==> config.mk <==
export PLATFORM = sky130hd
export DESIGN_NAME = jtag_scan_sequencer
export DESIGN_NICKNAME = d
export VERILOG_FILES = /design/src/rtl/jtag_pkg.sv /design/src/rtl/jtag_watchdog.sv /design/src/rtl/jtag_scan_sequencer.sv
export SDC_FILE = /design/constraint.sdc
export NUM_CORES = 1
export LEC_CHECK = 0
export BUFFER_PORTS_ARGS = -buffer_cell sky130_fd_sc_hd__buf_2
export CORE_UTILIZATION = 48
export CTS_CLUSTER_DIAMETER = 80
export CTS_CLUSTER_SIZE = 24
export DETAILED_ROUTE_END_ITERATION = 6
export PLACE_DENSITY = 0.78
export SETUP_SLACK_MARGIN = 0.2
export SLEW_MARGIN = 20
export SYNTH_ARGS = -nofsm -noshare
export SYNTH_HDL_FRONTEND = slang
export SYNTH_HIERARCHICAL = 1
export SYNTH_SLANG_ARGS = --single-unit
==> constraint.sdc <==
create_clock -name clk -period 2.8 [get_ports clk]
set_input_delay 0.28 -clock clk [delete_from_list [all_inputs] [get_ports clk]]
set_output_delay 0.28 -clock clk [all_outputs]
set_load 0.01 [all_outputs]
==> src/rtl/jtag_pkg.sv <==
// Shared types and constants for the jtag shift engine
// and the scan sequencer that feeds it.
package jtag_pkg;

    localparam int   DR_WORDS = 4;
    localparam logic OP_IR    = 1'b0;
    localparam logic OP_DR    = 1'b1;

    typedef enum logic [2:0] {
        S_IDLE,
        S_LOAD_IR,
        S_LOAD_DR,
        S_ISSUE,
        S_WAIT_ACK,
        S_WAIT_DONE,
        S_DONE
    } seq_state_type;

    typedef enum logic [3:0] {
        TEST_LOGIC_RESET,
        RUN_TEST_IDLE,
        SELECT_DR,
        CAPTURE_DR,
        SHIFT_DR,
        EXIT1_DR,
        PAUSE_DR,
        EXIT2_DR,
        UPDATE_DR,
        SELECT_IR,
        CAPTURE_IR,
        SHIFT_IR,
        EXIT1_IR,
        PAUSE_IR,
        EXIT2_IR,
        UPDATE_IR
    } state_type;

endpackage

==> src/rtl/jtag_watchdog.sv <==
// Transaction watchdog: counts enabled cycles and pulses
// expire on the TIMEOUT_CYCLES-th one.
module jtag_watchdog #(
    parameter int TIMEOUT_CYCLES = 4096
) (
    input  logic clk,
    input  logic rst,
    input  logic clear,
    input  logic enable,
    output logic expire
);

    localparam int            CW   = $clog2(TIMEOUT_CYCLES);
    localparam logic [CW-1:0] LAST = CW'(TIMEOUT_CYCLES - 1);

    logic [CW-1:0] count;

    assign expire = enable && (count == LAST);

    always_ff @(posedge clk) begin
        if (rst || clear || expire) begin
            count <= '0;
        end else if (enable) begin
            count <= count + 1'b1;
        end
    end

endmodule

==> src/rtl/jtag_scan_sequencer.sv <==
// Scan command sequencer: loads the engine FIFOs for one
// IR/DR command and then issues the engine transactions.
module jtag_scan_sequencer #(
    parameter int DATA_INSTRUCTION = 10,
    parameter int DATA_FIFO        = 8,
    parameter int DR_WORDS         = jtag_pkg::DR_WORDS,
    parameter int TIMEOUT_CYCLES   = 4096
) (
    input  logic                          clk,
    input  logic                          rst,
    input  logic                          cmd_valid,
    output logic                          cmd_ready,
    input  logic                          cmd_has_ir,
    input  logic                          cmd_has_dr,
    input  logic [DATA_INSTRUCTION-1:0]   cmd_ir,
    input  logic [DATA_FIFO*DR_WORDS-1:0] cmd_dr,
    output logic                          done,
    output logic                          err,
    output logic                          op,
    output logic                          work,
    input  logic                          busy,
    output logic                          wr_instruction,
    output logic [DATA_INSTRUCTION-1:0]   wdata_instruction,
    input  logic                          full_instruction,
    output logic                          wr_data,
    output logic [DATA_FIFO-1:0]          wdata_data,
    input  logic                          full_data
);

    import jtag_pkg::*;

    localparam int             WCW       = $clog2(DR_WORDS);
    localparam logic [WCW-1:0] LAST_WORD = WCW'(DR_WORDS - 1);

    seq_state_type                 state;
    logic                          ir_pend;
    logic                          dr_pend;
    logic [DATA_INSTRUCTION-1:0]   ir_q;
    logic [DATA_FIFO*DR_WORDS-1:0] dr_q;
    logic [WCW-1:0]                word;
    logic                          accept;
    logic                          waiting;
    logic                          issuing;
    logic                          expire;

    assign accept  = (state == S_IDLE) && cmd_valid && cmd_ready;
    assign waiting = (state == S_WAIT_ACK) || (state == S_WAIT_DONE);
    assign issuing = (state == S_ISSUE);

    // Strobes are gated by the live full/busy inputs so they can never
    // fire into a full FIFO or a busy engine.
    assign wr_instruction    = (state == S_LOAD_IR) && !full_instruction;
    assign wdata_instruction = ir_q;
    assign wr_data           = (state == S_LOAD_DR) && !full_data;
    assign wdata_data        = dr_q[DATA_FIFO-1:0];
    assign work              = issuing && !busy;
    assign done              = (state == S_DONE) || expire;
    assign err               = expire;

    jtag_watchdog #(
        .TIMEOUT_CYCLES(TIMEOUT_CYCLES)
    ) u_watchdog (
        .clk   (clk),
        .rst   (rst),
        .clear (issuing),
        .enable(waiting),
        .expire(expire)
    );

    always_ff @(posedge clk) begin
        if (rst) begin
            state     <= S_IDLE;
            cmd_ready <= 1'b0;
            op        <= OP_IR;
            ir_pend   <= 1'b0;
            dr_pend   <= 1'b0;
            ir_q      <= '0;
            dr_q      <= '0;
            word      <= '0;
        end else begin
            cmd_ready <= 1'b0;
            unique case (state)
                S_IDLE: begin
                    if (accept) begin
                        ir_q    <= cmd_ir;
                        dr_q    <= cmd_dr;
                        ir_pend <= cmd_has_ir;
                        dr_pend <= cmd_has_dr;
                        if (cmd_has_ir) state <= S_LOAD_IR;
                        else if (cmd_has_dr) state <= S_LOAD_DR;
                        else state <= S_DONE;
                    end else begin
                        cmd_ready <= !busy;
                    end
                end
                S_LOAD_IR: begin
                    if (!full_instruction) begin
                        if (dr_pend) begin
                            state <= S_LOAD_DR;
                        end else begin
                            op    <= OP_IR;
                            state <= S_ISSUE;
                        end
                    end
                end
                S_LOAD_DR: begin
                    if (!full_data) begin
                        dr_q <= dr_q >> DATA_FIFO;
                        word <= word + 1'b1;
                        if (word == LAST_WORD) begin
                            word  <= '0;
                            op    <= ir_pend ? OP_IR : OP_DR;
                            state <= S_ISSUE;
                        end
                    end
                end
                S_ISSUE: begin
                    if (!busy) state <= S_WAIT_ACK;
                end
                S_WAIT_ACK, S_WAIT_DONE: begin
                    if (expire) begin
                        ir_pend <= 1'b0;
                        dr_pend <= 1'b0;
                        state   <= S_IDLE;
                    end else if (state == S_WAIT_ACK) begin
                        if (busy) state <= S_WAIT_DONE;
                    end else if (!busy) begin
                        // The finished transaction is IR while IR is still pending.
                        if (ir_pend) begin
                            ir_pend <= 1'b0;
                            if (dr_pend) begin
                                op    <= OP_DR;
                                state <= S_ISSUE;
                            end else begin
                                state <= S_DONE;
                            end
                        end else begin
                            dr_pend <= 1'b0;
                            state   <= S_DONE;
                        end
                    end
                end
                S_DONE: begin
                    state <= S_IDLE;
                end
                default: begin
                    state <= S_IDLE;
                end
            endcase
        end
    end

endmodule
==> results of run 1 <==
## per-stage QoR
| stage | util, % | cells | power (mW) | worst slack (ps) | hold slack (ps) |
|---|---|---|---|---|---|
| 2_1_floorplan | - | 332 | 1.80 | 304 | 359 |
| 3_3_place_gp | 55.9 | 457 | 1.90 | 649 | 438 |
| 3_5_place_dp | 55.9 | 457 | 1.92 | 553 | 446 |
| 4_1_cts | 58.8 | 473 | 2.61 | 538 | 165 |
| 5_1_grt | 58.8 | 473 | 2.76 | 355 | 170 |
| 6_report | 58.8 | 473 | 2.59 | 506 | 180 |
## worst max-delay path, stage by stage (launching register included)
cell	delay, ps
dfxtp_1	610
nor2_1	130
nand3_2	140
nor4_4	50
buf_4	180
or3b_2	500
nand3b_1	250
o2111ai_1	140
mux2i_1	210
## state kept, by name, summed over array words and instances (netlist names)
signal / count
op: 1
ir_pend: 1
wdata_instruction: 10
word: 2
state: 3
u_watchdog/count: 12
cmd_ready: 1
dr_pend: 1
dr_q: 32
## layer usage
layer | vias up | routed length, um | share of wire [%] | global-route usage, %
li1 | 1324 | - | - | -
met1 | 1207 | 3090 | 47 | 27.3
met2 | 95 | 2950 | 44 | 32.3
met3 | 9 | 498 | 7.5 | 5.00
met4 | 0 | 93 | 1.4 | 10.4
met5 | - | 0 | 0 | 0
## worst paths after layout
check                                    start                           endpoint  slack [ps]  cells after the start
max                      state[1]$_SDFFE_PP0P_              state[0]$_SDFFE_PP0P_         510                      8
min                                  cmd_ir[0]  wdata_instruction[0]$_SDFFE_PP0P_         180                      3
max reg2reg              state[1]$_SDFFE_PP0P_              state[0]$_SDFFE_PP0P_         510                      8
min reg2reg  wdata_instruction[0]$_SDFFE_PP0P_  wdata_instruction[0]$_SDFFE_PP0P_         460                      2
## synthesized netlist by cell type (3+ instances only)
library cell	count
buf_6	5
nand2b_1	6
a211oi_1	26
nor2b_1	4
dfxtp_1	63
inv_1	4
o31ai_1	3
a211oi_2	5
buf_2	7
a21oi_1	20
mux2i_1	26
nand3_1	6
buf_4	10
or3_1	5
o21ai_0	5
xor2_1	3
a22oi_1	10
nor2_1	36
nand2_1	30
nor3_1	7
nand4_1	5
clkbuf_1	8
## cell type report
cell class	count	area share (%)
Clock buffer	9	3.50
Inverter	5	0.530
Clock inverter	7	1.41
Sequential cell	63	35.6
Tap cell	75	2.65
Multi-Input combinational cell	234	44.6
Timing Repair Buffer	80	11.7
## power by group
part / internal [mW] / total, mW / switching (mW) / leakage, nW
registers: 1.04 / 1.15 / 0.110 / 0.512
logic: 0.343 / 0.758 / 0.416 / 0.775
clock network: 0.320 / 0.683 / 0.363 / 0.0812
## cells by family after synthesis
group	Yosys count
adder cells (fa/ha/maj)	2
AO/OA/AOI/OAI	83
XOR/XNOR	4
AND/OR/NAND/NOR	119
multiplexers	26
flip-flops	63
buffers and inverters	35
==> results.json, run 1 <==
{
  "cts_tree": "yes",
  "core_area_mm2": 0.00603,
  "skew_ps": 8.77,
  "portBuffers": 74,
  "critPathArrivalTime_ps": 2550,
  "seqCellArea_mm2": 0.00126,
  "cts_repair_resize_count": 0,
  "setup_violations": 0,
  "hold_violations": 0,
  "worst-slew-pin-transition_ps": 756,
  "syn_nets": 384,
  "synth_edf_count": 0,
  "slew_viol_final": 0,
  "cts_hold_buf": 0,
  "initial_core_util_pct": 50.6,
  "cts.sinks": 63,
  "final_cell_mix": "buf_2, dfxtp_1, nor2_1",
  "end_kind": "register",
  "place.gp.congestion": 0.867,
  "antenna_found_initial": 0,
  "drcViolationCount": 0,
  "h-tree-depth": 3,
  "hold_path_class": "in2reg",
  "power.density_mw_per_mm2": 731,
  "muxShareOfSynthArea_pct": 8.54,
  "synth_top_area_share_pct": 41.4,
  "synth_top_family_by_area": "simple AND/OR/NAND/NOR gates",
  "ys_async_sr_fraction_pct": 0,
  "clk_path_buf_depth": 2,
  "fmax_ghz": 0.436,
  "root_buffer": "clkbuf_8",
  "synthAdderAreaFrac_pct": 0.821,
  "clk_pin_slew_ps": 70,
  "clk_latency_ps": 340,
  "layout-drive-gt1-share_pct": 29.1,
  "routed_wl_um": 6620,
  "drt_iter0_drc": 137,
  "synthSimpleGateAreaFrac_pct": 21.1,
  "netlist-cell-type-count": 53,
  "setup_tns_ps": 0,
  "syn_area_per_cell_um2": 9.18,
  "drv_cap": 0,
  "placed_area_mm2": 0.00337,
  "via_per_inst": 5.57,
  "fin_crit_ps": 2290,
  "die_h_um": 81.7,
  "grt_pass1_vias": 2378,
  "crit_required_ps": 3060,
  "grt_max_degree": 49,
  "rsz0062_at_grt": "no",
  "die_w_um": 81.7,
  "avgRoutedWirePerCell_um": 14.0,
  "cts_setup_buffers": 0,
  "critPathMaxFanout": 15,
  "yosys_warnings": 6,
  "cts_buffers": 9,
  "outcome": "completed",
  "firstDrtPassIters": 4,
  "seq_area_frac_synth_pct": 41.4,
  "synth.cell_area_mm2": 0.00305,
  "grt_usage_pct": 20.9,
  "slew_headroom_pct": 49.3,
  "multi_input_area_mm2": 0.00158,
  "synth-seq-cells": 63,
  "final_common_cell": "buf_2",
  "synth_flop_cell": "dfxtp_1",
  "fin_area_mm2": 0.00354,
  "yosysTopAreaCell": "dfxtp_1",
  "synth_xor_area_share_pct": 1.15,
  "synth_compound_area_share_pct": 20.0,
  "leakagePower_nw": 1.37,
  "fillCellCount": 552,
  "min_period_over_period_pct": 81.9,
  "core.rowCount": 28,
  "ys_top_cells_by_area": "dfxtp_1, mux2i_1, a211oi_1",
  "synth_cells": 332,
  "vias": 2635,
  "final_nets": 445,
  "ios": 75,
  "syn_to_final_growth_pct": 16.2,
  "grt_pass1_wl_um": 10700,
  "grt_overflow": 0,
  "diodes": 0,
  "irDropWorstVdd_uv": 426,
  "critical_path_class": "reg2reg",
  "dieArea_mm2": 0.00667,
  "hpwl_um": 4570,
  "ant_nets": 0,
  "cp-start-kind": "register"
}
(Power assumes the default switching activity.)
==> inputs of run 2 (changes only) <==
==> constraint.sdc (replaced) <==
create_clock -name clk -period 2 [get_ports clk]
set_input_delay 0.2 -clock clk [delete_from_list [all_inputs] [get_ports clk]]
set_output_delay 0.2 -clock clk [all_outputs]
set_load 0.01 [all_outputs]
==> results.json, run 2 (synthesis gave the netlist of run 1 again) <==
{
  "grt_usage_pct": 22.8,
  "grt_max_degree": 42,
  "hold_violations": 0,
  "clk_latency_ps": 340,
  "timing.rr.end": "state[2]$_SDFFE_PP0P_",
  "largest_reg_flops": 32,
  "hold_path_class": "in2reg",
  "r2r-start": "u_watchdog/count[0]$_SDFFE_PP0P_",
  "min_period_over_period_pct": 96.7,
  "cts_buffers": 9,
  "vias": 2820,
  "setup_violations": 0,
  "drv_cap": 0,
  "grt-busiest-layer": "met2",
  "crit_required_ps": 2210,
  "grt_overflow": 0,
  "avgRoutedWirePerCell_um": 15.2,
  "setup_tns_ps": 0,
  "clk_path_buf_depth": 2,
  "firstDrtPassIters": 5,
  "rsz0062_at_grt": "yes",
  "routed_wl_um": 7730,
  "fmax_ghz": 0.517,
  "grt_util_met2_pct": 36.5,
  "ios": 75,
  "drcViolationCount": 0,
  "hpwl_um": 4680,
  "slew_viol_final": 0,
  "cts_tree": "yes",
  "place.gp.congestion": 0.861,
  "leakagePower_nw": 1.59,
  "die_h_um": 81.7,
  "initial_core_util_pct": 50.6,
  "slew_headroom_pct": 69.7,
  "critPathArrivalTime_ps": 2140,
  "diodes": 0,
  "final_cell_mix": "buf_2, dfxtp_1, nor2_1, buf_4, nand2_1",
  "final_nets": 480,
  "layout.cells.non_filler": 508,
  "grt_pass1_vias": 2485,
  "critPathMaxFanout": 4,
  "top_register": "dr_q",
  "r2r_cells": 9,
  "dieArea_mm2": 0.00667,
  "grt_pass1_wl_um": 11500,
  "critical_path_class": "reg2reg",
  "fin_crit_ps": 1930,
  "via_per_inst": 5.55,
  "antenna_found_initial": 0,
  "core.rowCount": 28,
  "use_met3_pct": 6.44,
  "end_kind": "register",
  "setup.worst_path.end": "state[2]$_SDFFE_PP0P_",
  "cp-start-kind": "register",
  "ant_nets": 0,
  "root_buffer": "clkbuf_8",
  "portBuffers": 74,
  "syn_to_final_growth_pct": 30.4,
  "worstSetupStartpoint": "u_watchdog/count[0]$_SDFFE_PP0P_",
  "final_common_cell": "buf_2",
  "grt_util_met1_pct": 29.1,
  "skew_ps": 6.98,
  "drt_iter0_drc": 200,
  "power.density_mw_per_mm2": 1020,
  "worst-slew-pin-transition_ps": 454,
  "core_area_mm2": 0.00603,
  "outcome": "completed",
  "final_core_util_pct": 66.0,
  "layout-drive-gt1-share_pct": 38.3,
  "r2r_slack_ps": 70,
  "clk_pin_slew_ps": 70,
  "cts.sinks": 63,
  "place_inst": 473,
  "irDropWorstVdd_uv": 560,
  "die_w_um": 81.7,
  "h-tree-depth": 3
}
[run 2: through the flow]
stage | instance area [um^2] | setup WS [ps] | hold WS (ps) | power (mW)
2_1_floorplan | 3100 | -200 | 279 | 2.55
3_3_place_gp | 3540 | 78.7 | 440 | 2.77
3_5_place_dp | 3540 | 8.15 | 445 | 2.80
4_1_cts | 3840 | 134 | 90.4 | 3.97
5_1_grt | 3980 | 5.89 | 92.4 | 4.31
6_report | 3980 | 65.4 | 101 | 4.06
[run 2: critical path, cell delays in order, from the launching register on]
cell      delay, ps
dfxtp_2         340
ha_4            170
nand3_4          70
nor4_4           60
buf_4           150
or3b_4          370
nand3b_1        270
buf_4           200
a41oi_2         110
nor3_1           70
[run 2: worst min path at each step]
stage,startpoint,to,slack (ps),cells after the start
floorplan,busy,cmd_ready$_SDFF_PP0_,280,1
global placement,wdata_instruction[5]$_SDFFE_PP0P_,wdata_instruction[5]$_SDFFE_PP0P_,440,2
detailed placement,wdata_instruction[5]$_SDFFE_PP0P_,wdata_instruction[5]$_SDFFE_PP0P_,450,2
CTS,cmd_ir[4],wdata_instruction[4]$_SDFFE_PP0P_,90,3
global route,cmd_ir[6],wdata_instruction[6]$_SDFFE_PP0P_,90,3
finish,cmd_ir[7],wdata_instruction[7]$_SDFFE_PP0P_,100,3
[run 2: routing by layer]
| layer | vias up | part of all wire, % | wire (um) |
|---|---|---|---|
| met5 | - | 0 | 0 |
| met4 | 0 | 1.3 | 103 |
| met3 | 12 | 6.4 | 497 |
| met2 | 88 | 47 | 3620 |
| met1 | 1311 | 45 | 3510 |
| li1 | 1409 | - | - |
[run 2: where the power goes]
group	switching (mW)	internal (mW)	total [mW]	leakage [nW]
clock network	0.492	0.571	1.06	0.0960
logic	0.717	0.689	1.41	0.979
registers	0.136	1.46	1.59	0.514
total	1.35	2.72	4.06	1.59
[run 2: timing repair]
item,CTS,global route
hold buffers,0,0
setup endpoints to repair,23,46
resized for setup,9,10
buffers inserted,8,8
cloned,1,2
pin swaps,5,6
[run 2: area by class of cell]
cell class	instances	area (um^2)
Clock buffer	10	128
Clock inverter	6	61.3
Fill cell	498	2050
Inverter	5	23.8
Multi-Input combinational cell	236	1690
Sequential cell	63	1270
Tap cell	75	93.8
Timing Repair Buffer	113	709
==> inputs of run 3 (changes only) <==
--- a/config.mk
+++ b/config.mk
@@ -6,14 +6,13 @@
 export NUM_CORES = 1
 export LEC_CHECK = 0
 export BUFFER_PORTS_ARGS = -buffer_cell sky130_fd_sc_hd__buf_2
-export CORE_UTILIZATION = 48
+export CORE_UTILIZATION = 47
 export CTS_CLUSTER_DIAMETER = 80
 export CTS_CLUSTER_SIZE = 24
 export DETAILED_ROUTE_END_ITERATION = 6
-export PLACE_DENSITY = 0.78
+export PLACE_DENSITY = 0.77
 export SETUP_SLACK_MARGIN = 0.2
 export SLEW_MARGIN = 20
 export SYNTH_ARGS = -nofsm -noshare
 export SYNTH_HDL_FRONTEND = slang
-export SYNTH_HIERARCHICAL = 1
 export SYNTH_SLANG_ARGS = --single-unit
==> results.json, run 3 <==
{
  "cts_buffers": 9,
  "root_buffer": "clkbuf_8",
  "netlist-cell-type-count": 41,
  "cp-start-kind": "register",
  "cts.sinks": 63,
  "worst-slew-pin-transition_ps": 538,
  "end_kind": "primary output",
  "grt_pass1_wl_um": 10700,
  "outcome": "completed",
  "portBuffers": 74,
  "syn_area_per_cell_um2": 8.51,
  "drv_cap": 0,
  "slew_viol_final": 0,
  "layout.cells.non_filler": 492,
  "layout-drive-gt1-share_pct": 29.5,
  "yosys_warnings": 0,
  "grt_max_degree": 52,
  "hold_path_class": "in2reg",
  "leakagePower_nw": 1.49,
  "p_int_mw": 2.84,
  "slew_headroom_pct": 64.1,
  "critPathMaxFanout": 6,
  "ios": 75,
  "seq_area_frac_synth_pct": 43.2,
  "power.density_mw_per_mm2": 1130,
  "final_cell_mix": "buf_2, dfxtp_1, nor2_1",
  "via_per_inst": 5.29,
  "synth_edf_count": 0,
  "vias": 2602,
  "clkPwrFrac_pct": 32.9,
  "crit_required_ps": 1800,
  "fmax_ghz": 0.553,
  "clk_path_buf_depth": 2,
  "fin_crit_ps": 1810,
  "die_w_um": 80.8,
  "place.gp.congestion": 0.855,
  "synth_common_cells": "dfxtp_1, nor2_1, nand2_1",
  "power_frac_comb_pct": 27.2,
  "syn_to_final_growth_pct": 24.2,
  "drt_iter0_drc": 143,
  "grt_overflow": 0,
  "switching_power_mw": 1.25,
  "ant_nets": 0,
  "skew_ps": 8.53,
  "hold_violations": 0,
  "firstDrtPassIters": 6,
  "routed_wl_um": 6470,
  "dieArea_mm2": 0.00653,
  "critPathArrivalTime_ps": 1610,
  "post-synth-top-count-cell": "dfxtp_1",
  "synth_flop_cell": "dfxtp_1",
  "initial_core_util_pct": 49.0,
  "setup_tns_ps": 0,
  "hold_slack_ps": 99.6,
  "top_register": "dr_q",
  "core_area_mm2": 0.00596,
  "diodes": 0,
  "rsz0062_at_grt": "yes",
  "final_common_cell": "buf_2",
  "hpwl_um": 4390,
  "die_h_um": 80.8,
  "p_sw_share_pct": 30.5,
  "synth_cells": 343,
  "antenna_found_initial": 0,
  "cts_tree": "yes",
  "irDropWorstVdd_uv": 1020,
  "largest_reg_flops": 32,
  "avgRoutedWirePerCell_um": 13.1,
  "final_nets": 464,
  "yosysTopAreaCell": "dfxtp_1",
  "setup_violations": 0,
  "h-tree-depth": 3,
  "grt_pass1_vias": 2428,
  "grt_usage_pct": 21.0,
  "clk_latency_ps": 340,
  "syn_nets": 395,
  "core.rowCount": 28,
  "p_seq_share_pct": 40.0,
  "ys_async_sr_fraction_pct": 0,
  "synth_top_area_share_pct": 43.2,
  "min_period_over_period_pct": 90.4,
  "synth.cell_area_mm2": 0.00292,
  "ys_top_cells_by_area": "dfxtp_1, mux2i_1, nor2_1",
  "synth-seq-cells": 63,
  "clk_pin_slew_ps": 70,
  "place_inst": 469,
  "drcViolationCount": 0,
  "critical_path_class": "reg2out"
}
-- run 3: cell count changes after synthesis, moves of 5 or more --
cell / before / now
a211oi_2: 5 / 0
buf_2: 7 / 15
nand2_1: 30 / 40
nor2_1: 36 / 53
nor3_1: 7 / 12
-- run 3: per-layer routing --
layer | part of all wire [%] | global-route usage [%]
met1 | 46 | 26.9
met2 | 45 | 32.8
met3 | 7.4 | 8.09
met4 | 1.3 | 5.54
met5 | 0 | 0
-- run 3: area by class of cell --
cell class	count	area [um^2]
fill	545	2330
multi-input combinational	241	1480
sequential	63	1270
timing repair buffer	91	510
clock buffer	10	138
clock inverter	6	108
tap	75	93.8
inverter	6	22.5
-- run 3: cells by family after synthesis --
family | share of synthesized area (%)
and+or+nand+nor | 20.7
AOI/OAI and AO/OA | 16.2
DFF | 43.2
buffers and inverters | 7.07
muxes | 8.92
xor gates and xnor gates | 3.00
adders and majority gates | 0.857
-- run 3: stage by stage --
| step | setup WS, ps | total power [mW] | area, um^2 | utilization (%) |
|---|---|---|---|---|
| after floorplan | 334 | 2.51 | 2920 | - |
| after global placement | 214 | 2.71 | 3290 | 55.3 |
| after detailed placement | 172 | 2.75 | 3290 | 55.3 |
| after CTS | 177 | 4.10 | 3590 | 60.3 |
| after global routing | 97.7 | 4.34 | 3630 | 60.9 |
| final | 192 | 4.09 | 3630 | 60.9 |
-- run 3: worst max-delay path, cell delays in order, from the launching register on --
cell and delay (ps):
dfxtp_2 350, nand4_1 180, nor4_1 320, buf_4 200
a21o_1 90, buf_2 130
-- run 3: worst paths after layout --
check | start | to | slack [ps] | depth (start not counted)
worst max-delay path | u_watchdog.count[5]$_SDFFE_PP0P_ | done | 190 | 5
worst min-delay path | cmd_ir[0] | wdata_instruction[0]$_SDFFE_PP0P_ | 100 | 3
worst max register to register | u_watchdog.count[0]$_SDFFE_PP0P_ | op$_SDFFE_PP0P_ | 300 | 7
worst min register to register | wdata_instruction[3]$_SDFFE_PP0P_ | wdata_instruction[3]$_SDFFE_PP0P_ | 450 | 2
-- run 3: power groups by stage --
stage	combinational (mW)	sequential, mW	clock, mW
floorplan	0.895	1.61	0
finish	1.11	1.63	1.34
global route	1.24	1.67	1.43
detailed placement	1.09	1.66	0
global placement	1.07	1.64	0
CTS	1.10	1.63	1.37
-- run 3: what timing repair did --
item / CTS / global route
hold buffers: 0 / 0
setup endpoints to repair: 19 / 23
setup buffers: 6 / 1
pin swaps: 2 / 2
cloned: 0 / 0
resized for setup: 8 / 5
